`src/rtl/stopwatch_timer_ctrl.sv`:
```
// stopwatch_timer_ctrl: mode controller for the stopwatch / countdown-timer board.
// Turns four debounced button levels into press events, classifies btn_start as a short or
// long press, sequences both blocks through run/pause/clear, selects which block's digits
// drive the display, and drives the mode and alarm LEDs.
//
// Ports:
//   clk, rst          clock, asynchronous active-high reset
//   btn_mode          toggle stopwatch <-> timer
//   btn_start         short press = start/pause, long press = clear
//   btn_sel, btn_inc  timer digit select / increment (timer set mode only)
//   tmr_times_up      countdown reached zero
//   sw_d, tmr_d       eight BCD digits from the stopwatch / timer
//   sw_en, sw_clr     stopwatch enable, 1-cycle clear
//   tmr_en, tmr_rst   timer enable, 1-cycle reset (held high during rst)
//   tmr_digit_inc     1-cycle digit increment
//   tmr_digit_toggle  1-cycle digit select advance
//   disp_d            digits routed to the 7-segment display
//   mode_led          1 in timer mode
//   alarm_led         blinks while the timer alarm is active
module stopwatch_timer_ctrl #(
    parameter int unsigned HOLD_CYCLES  = 100_000_000,
    parameter int unsigned ALARM_CYCLES = 25_000_000
) (
    input  logic        clk,
    input  logic        rst,
    input  logic        btn_mode,
    input  logic        btn_start,
    input  logic        btn_sel,
    input  logic        btn_inc,
    input  logic        tmr_times_up,
    input  logic [31:0] sw_d,
    input  logic [31:0] tmr_d,
    output logic        sw_en,
    output logic        sw_clr,
    output logic        tmr_en,
    output logic        tmr_rst,
    output logic        tmr_digit_inc,
    output logic        tmr_digit_toggle,
    output logic [31:0] disp_d,
    output logic        mode_led,
    output logic        alarm_led
);

    localparam int unsigned HW = $clog2(HOLD_CYCLES + 1);
    localparam int unsigned AW = (ALARM_CYCLES > 1) ? $clog2(ALARM_CYCLES) : 1;

    localparam logic [2:0] SW_IDLE   = 3'd0;
    localparam logic [2:0] SW_RUN    = 3'd1;
    localparam logic [2:0] SW_PAUSE  = 3'd2;
    localparam logic [2:0] TMR_SET   = 3'd3;
    localparam logic [2:0] TMR_RUN   = 3'd4;
    localparam logic [2:0] TMR_PAUSE = 3'd5;
    localparam logic [2:0] TMR_DONE  = 3'd6;

    logic [2:0]    state_q, state_d;
    logic          prev_mode_q, prev_start_q, prev_sel_q, prev_inc_q;
    logic          armed_q, armed_d, armed_now;
    logic [HW-1:0] hold_q, hold_d;
    logic [AW-1:0] blink_q, blink_d;
    logic          sw_held_q, sw_held_d;
    logic          alarm_d, sw_clr_d, tmr_rst_d, inc_d, tog_d;
    logic          press_mode, press_sel, press_inc, start_rise;
    logic          short_ev, long_ev;

    function automatic logic is_tmr(input logic [2:0] s);
        return (s >= TMR_SET);
    endfunction

    assign press_mode = btn_mode & ~prev_mode_q;
    assign press_sel  = btn_sel & ~prev_sel_q;
    assign press_inc  = btn_inc & ~prev_inc_q;
    assign start_rise = btn_start & ~prev_start_q;

    // A hold only qualifies as a press if its rising edge was seen after reset; this keeps a
    // button held through reset release from producing either a long or a short event.
    assign armed_now = armed_q | start_rise;
    assign long_ev   = btn_start & armed_now & (hold_q == HW'(HOLD_CYCLES - 1));
    assign short_ev  = ~btn_start & prev_start_q & armed_q & (hold_q < HW'(HOLD_CYCLES));

    always_comb begin
        hold_d  = hold_q;
        armed_d = armed_q;
        if (!btn_start) begin
            hold_d  = '0;
            armed_d = 1'b0;
        end else begin
            if (hold_q < HW'(HOLD_CYCLES)) hold_d = hold_q + 1'b1;
            // Disarm once the long event fires so the release is silent.
            armed_d = armed_now & ~long_ev;
        end
    end

    always_comb begin
        state_d   = state_q;
        sw_held_d = sw_held_q;
        alarm_d   = alarm_led;
        blink_d   = blink_q;
        sw_clr_d  = 1'b0;
        tmr_rst_d = 1'b0;
        inc_d     = 1'b0;
        tog_d     = 1'b0;
        case (state_q)
            SW_IDLE: begin
                if (short_ev)        state_d  = SW_RUN;
                else if (long_ev)    sw_clr_d = 1'b1;
                else if (press_mode) state_d  = TMR_SET;
            end
            SW_RUN: begin
                if (short_ev) state_d = SW_PAUSE;
                else if (long_ev) begin
                    sw_clr_d = 1'b1;
                    state_d  = SW_IDLE;
                end
            end
            SW_PAUSE: begin
                if (short_ev) state_d = SW_RUN;
                else if (long_ev) begin
                    sw_clr_d = 1'b1;
                    state_d  = SW_IDLE;
                end else if (press_mode) begin
                    sw_held_d = 1'b1;
                    state_d   = TMR_SET;
                end
            end
            TMR_SET: begin
                if (short_ev)     state_d   = TMR_RUN;
                else if (long_ev) tmr_rst_d = 1'b1;
                else if (press_mode) begin
                    state_d   = sw_held_q ? SW_PAUSE : SW_IDLE;
                    sw_held_d = 1'b0;
                end
                else if (press_sel) tog_d = 1'b1;
                else if (press_inc) inc_d = 1'b1;
            end
            TMR_RUN: begin
                if (tmr_times_up) begin
                    state_d = TMR_DONE;
                    alarm_d = 1'b1;
                    blink_d = '0;
                end else if (short_ev) state_d = TMR_PAUSE;
                else if (long_ev) begin
                    tmr_rst_d = 1'b1;
                    state_d   = TMR_SET;
                end
            end
            TMR_PAUSE: begin
                if (short_ev) state_d = TMR_RUN;
                else if (long_ev) begin
                    tmr_rst_d = 1'b1;
                    state_d   = TMR_SET;
                end
            end
            TMR_DONE: begin
                if (short_ev || long_ev) begin
                    tmr_rst_d = 1'b1;
                    alarm_d   = 1'b0;
                    blink_d   = '0;
                    state_d   = TMR_SET;
                end else if (blink_q == AW'(ALARM_CYCLES - 1)) begin
                    alarm_d = ~alarm_led;
                    blink_d = '0;
                end else begin
                    blink_d = blink_q + 1'b1;
                end
            end
            default: state_d = SW_IDLE;
        endcase
    end

    always_ff @(posedge clk or posedge rst) begin
        if (rst) begin
            state_q          <= SW_IDLE;
            prev_mode_q      <= 1'b1;
            prev_start_q     <= 1'b1;
            prev_sel_q       <= 1'b1;
            prev_inc_q       <= 1'b1;
            armed_q          <= 1'b0;
            hold_q           <= '0;
            blink_q          <= '0;
            sw_held_q        <= 1'b0;
            sw_en            <= 1'b0;
            sw_clr           <= 1'b0;
            tmr_en           <= 1'b0;
            tmr_rst          <= 1'b1;
            tmr_digit_inc    <= 1'b0;
            tmr_digit_toggle <= 1'b0;
            disp_d           <= 32'hAAAA_AAAA;
            mode_led         <= 1'b0;
            alarm_led        <= 1'b0;
        end else begin
            state_q          <= state_d;
            prev_mode_q      <= btn_mode;
            prev_start_q     <= btn_start;
            prev_sel_q       <= btn_sel;
            prev_inc_q       <= btn_inc;
            armed_q          <= armed_d;
            hold_q           <= hold_d;
            blink_q          <= blink_d;
            sw_held_q        <= sw_held_d;
            sw_en            <= (state_d == SW_RUN);
            sw_clr           <= sw_clr_d;
            tmr_en           <= (state_d == TMR_RUN);
            tmr_rst          <= tmr_rst_d;
            tmr_digit_inc    <= inc_d;
            tmr_digit_toggle <= tog_d;
            // Follows the registered state, so it lags mode_led by one cycle.
            disp_d           <= is_tmr(state_q) ? tmr_d : sw_d;
            mode_led         <= is_tmr(state_d);
            alarm_led        <= alarm_d;
        end
    end

endmodule

```
`config.mk`:
```
export PLATFORM = sky130hd
export DESIGN_NAME = stopwatch_timer_ctrl
export DESIGN_NICKNAME = d
export VERILOG_FILES = /design/src/rtl/stopwatch_timer_ctrl.sv
export SDC_FILE = /design/constraint.sdc
export NUM_CORES = 1
export LEC_CHECK = 0
export BUFFER_PORTS_ARGS = -buffer_cell sky130_fd_sc_hd__buf_2
export CELL_PAD_IN_SITES_DETAIL_PLACEMENT = 0
export CELL_PAD_IN_SITES_GLOBAL_PLACEMENT = 2
export CORE_MARGIN = 1.5
export CORE_UTILIZATION = 31
export DETAILED_ROUTE_END_ITERATION = 10
export GPL_ROUTABILITY_DRIVEN = 1
export PLACE_DENSITY = 0.85
export SYNTH_ARGS = -nofsm -noshare
export SYNTH_HDL_FRONTEND = slang
export SYNTH_SLANG_ARGS = --single-unit
export TNS_END_PERCENT = 5
```
`constraint.sdc`:
```
create_clock -name clk -period 3.37 [get_ports clk]
set_clock_uncertainty 0.2 [all_clocks]
set_input_delay 0.674 -clock clk [delete_from_list [all_inputs] [get_ports clk]]
set_output_delay 0.674 -clock clk [all_outputs]
set_load 0.005 [all_outputs]
```
==> flow_summary.json <==
{
  "outcome": "finished clean",
  "ys_types": 56,
  "cts_sinks": 101,
  "grt_max_degree": 45,
  "grt_pass1_vias": 4252,
  "finalPower_mw": 3.76,
  "r2r-start": "hold_q[0]",
  "clockRootBuffer": "clkbuf_16",
  "clk_pin_slew_ps": 70,
  "pre_cts_ws_ps": 408,
  "cts-htree-levels": 3,
  "worst_pin_slew_ps": 1080,
  "synth_fp_nets": 575,
  "fillerInstances": 1604,
  "cts_tree": "yes",
  "syn_inst": 502,
  "syn2layout_area_growth_pct": 22.1,
  "synth-edff-count": 0,
  "initial_core_util_pct": 31.8,
  "synth_seq_cells": 101,
  "start_kind": "flop",
  "synth_warnings": 0,
  "cpMaxStageDelayCell": "dfrtp_1",
  "vias_per_cell": 4.95,
  "die_w_um": 131,
  "grt_busiest_layer": "met2",
  "hpwl_um": 9010,
  "reg2regPathDepth": 8,
  "die-area_um2": 17100,
  "cts_setup_buffers": 0,
  "vias": 4137,
  "maxCapViolations": 0,
  "cts_buffers": 9,
  "use_met1_pct": 20.1,
  "ant_nets": 0,
  "synth-main-ff-cell": "dfrtp_1",
  "finalSetupViolations": 0,
  "grt.total_usage_pct": 15.9,
  "slew_violations": 0,
  "powerDensity_nw_per_um2": 608,
  "grt_overflow": 0,
  "num-nets-final": 687,
  "grtUsageMet2_pct": 25.8,
  "hold_buffers": 0,
  "synth-async-reset-ratio_pct": 100,
  "path_cells": "ha_1, nor4b_1, and4_1, nand4_1, or4b_1, or2_1, or3_1, o21ai_0",
  "fin_crit_ps": 2930,
  "cp_num_buf_inv": 0,
  "cts_buffer_depth": 2,
  "seq_area_frac_synth_pct": 50.3,
  "p_leak_nw": 2.75,
  "clock_latency_ps": 360,
  "place.gp.congestion": 0.831,
  "cts_resized": 0,
  "timing.final.crit_share_pct": 86.9,
  "rows": 46,
  "layout-drive-gt1-share_pct": 32.5,
  "num_antenna_cells": 0,
  "hold_start": "btn_sel",
  "port_buffers": 110,
  "routed_wl_um": 12600,
  "whs_path_depth": 1,
  "hold_end": "prev_sel_q",
  "hold_path_class": "in2reg",
  "setup_slack_ps": 442,
  "wl_per_cell_um": 15.1,
  "finalSetupTns_ps": 0,
  "worstReg2RegEnd": "blink_q[19]",
  "coreArea_um2": 15900,
  "cpLargestDelayFamily": "simple AND/OR/NAND/NOR gates",
  "cp-end-kind": "flop",
  "cp.required_ps": 3440,
  "grt_pass1_wl_um": 21200,
  "worstSetupPathType": "reg2reg",
  "r2r_slack_ps": 440,
  "final_util_pct": 38.8,
  "drtPass1Iterations": 5,
  "cp_data_arrival_time_ps": 3000,
  "rsz0062_at_grt": "false",
  "final_hold_viol_count": 0,
  "synth_area_per_cell_um2": 10.1,
  "drtIter0Drc": 280,
  "max_freq_mhz": 341,
  "drc": 0,
  "syn-cell-area_um2": 5070,
  "relSlewSlack_pct": 28.0,
  "antenna_found_initial": 0,
  "ioPinCount": 111,
  "grtUsageMet3_pct": 4.72,
  "max_stage_delay_ps": 460,
  "path_max_fanout": 18,
  "die_h_um": 131,
  "peakVddDrop_mv": 0.262
}
per-layer routing:
layer,routed length (um),up-vias
li1,-,2023
met1,5540,1971
met2,6010,122
met3,781,21
met4,263,0
met5,0,-
cells in the mapped netlist (2+ instances only):
| library cell | count | share of area [%] |
|---|---|---|
| nand3_1 | 24 | 2.4 |
| and3_1 | 9 | 1.1 |
| xnor2_1 | 7 | 1.2 |
| mux2_2 | 32 | 7.1 |
| o21ai_0 | 34 | 3.4 |
| dfrtp_1 | 80 | 39 |
| dfstp_2 | 21 | 11 |
| a211oi_1 | 5 | 0.74 |
| nor4b_1 | 2 | 0.35 |
| a21boi_0 | 5 | 0.74 |
| ha_1 | 2 | 0.49 |
| buf_2 | 6 | 0.59 |
| and4_1 | 5 | 0.86 |
| nor3_1 | 16 | 1.6 |
| nand2b_1 | 12 | 1.5 |
| o22ai_1 | 2 | 0.25 |
| xor2_1 | 6 | 1.0 |
| o211ai_1 | 5 | 0.74 |
| or3_1 | 11 | 1.4 |
| nand2_1 | 51 | 3.8 |
| o31ai_1 | 2 | 0.30 |
| mux2i_1 | 11 | 2.2 |
| a21o_1 | 9 | 1.3 |
| o41ai_1 | 2 | 0.35 |
| nand4_1 | 7 | 0.86 |
| o21a_1 | 3 | 0.44 |
| or4_1 | 3 | 0.44 |
| a22o_1 | 5 | 0.86 |
| and2_1 | 14 | 1.7 |
| inv_1 | 16 | 1.2 |
| nor2_1 | 21 | 1.6 |
| nor4_1 | 12 | 1.5 |
| a31oi_1 | 2 | 0.25 |
| a21oi_1 | 18 | 1.8 |
| or2_2 | 2 | 0.25 |
| nor2b_1 | 7 | 0.86 |
| clkbuf_1 | 14 | 1.0 |
cells in the final DEF (no fill, tap or decap), types with 3 or more instances in the layout:
cell type	count
buf_2	110
dfrtp_1	80
nand2_1	51
o21ai_0	33
mux2_2	32
nand3_1	24
nor2_1	21
dfstp_2	21
a21oi_1	17
nor3_1	16
inv_1	15
and2_1	14
nor4_1	12
nand2b_1	12
buf_4	12
mux2i_1	11
or3_1	11
and3_1	9
a21o_1	9
clkbuf_16	9
nand4_1	7
nor2b_1	7
xnor2_1	7
xor2_1	6
a211oi_1	5
a21boi_0	5
and4_1	5
o211ai_1	5
a22o_1	5
o21a_1	3
or4_1	3
logic make-up (layout without fill, tap and decap cells):
group / Yosys count / after routing / share of synthesized area [%]
multiplexers: 44 / 44 / 9.57
AND/OR/NAND/NOR: 204 / 204 / 21.7
flip-flops: 101 / 101 / 50.3
buffers and inverters: 39 / 156 / 3.26
AO/OA/AOI/OAI: 99 / 99 / 12.4
XOR/XNOR: 13 / 13 / 2.24
adder cells (fa/ha/maj): 2 / 2 / 0.493
sequential cells by signal, summed over array words and instances, names as in the netlist:
| name | flops |
|---|---|
| prev_inc_q | 1 |
| sw_en | 1 |
| mode_led | 1 |
| tmr_en | 1 |
| prev_sel_q | 1 |
| prev_mode_q | 1 |
| alarm_led | 1 |
| tmr_digit_inc | 1 |
| tmr_digit_toggle | 1 |
| sw_clr | 1 |
| blink_q | 25 |
| state_q | 3 |
| prev_start_q | 1 |
| disp_d | 32 |
| hold_q | 27 |
| armed_q | 1 |
| tmr_rst | 1 |
| sw_held_q | 1 |
per-stage QoR:
step                      cell area (um^2)  cells  hold WS (ps)
after floorplan                       5080    502           241
after global placement                5920    819           262
after detailed placement              5920    819           273
after CTS                             6190    835           209
after global routing                  6190    835           204
final                                 6190    835           224
cell type report:
cell class              instances  area, um^2  area share (%)
repair buffers                123         661            10.7
well taps                     216         270            4.36
flip-flops and latches        101        2550            41.2
inverters                      17        70.1            1.13
multi-input cells             362        2360            38.2
clock inverters                 5        41.3           0.667
clock buffers                  11         233            3.76
report_power, final:
part           switching (mW)  internal, mW
clock                   0.478         0.510
sequential              0.202          1.55
combinational           0.512         0.515
total                    1.19          2.57
worst max-delay path by stage:
| stage | start | endpoint | slack [ps] | cells after the start |
|---|---|---|---|---|
| after floorplan | hold_q[0] | blink_q[5] | 490 | 12 |
| after global placement | btn_start | mode_led | 460 | 8 |
| after detailed placement | btn_start | mode_led | 410 | 8 |
| after CTS | hold_q[0] | blink_q[19] | 400 | 8 |
| after global routing | hold_q[10] | hold_q[19] | 200 | 7 |
| final | hold_q[0] | blink_q[19] | 440 | 8 |
No activity file was read; power rests on OpenSTA's default activity.
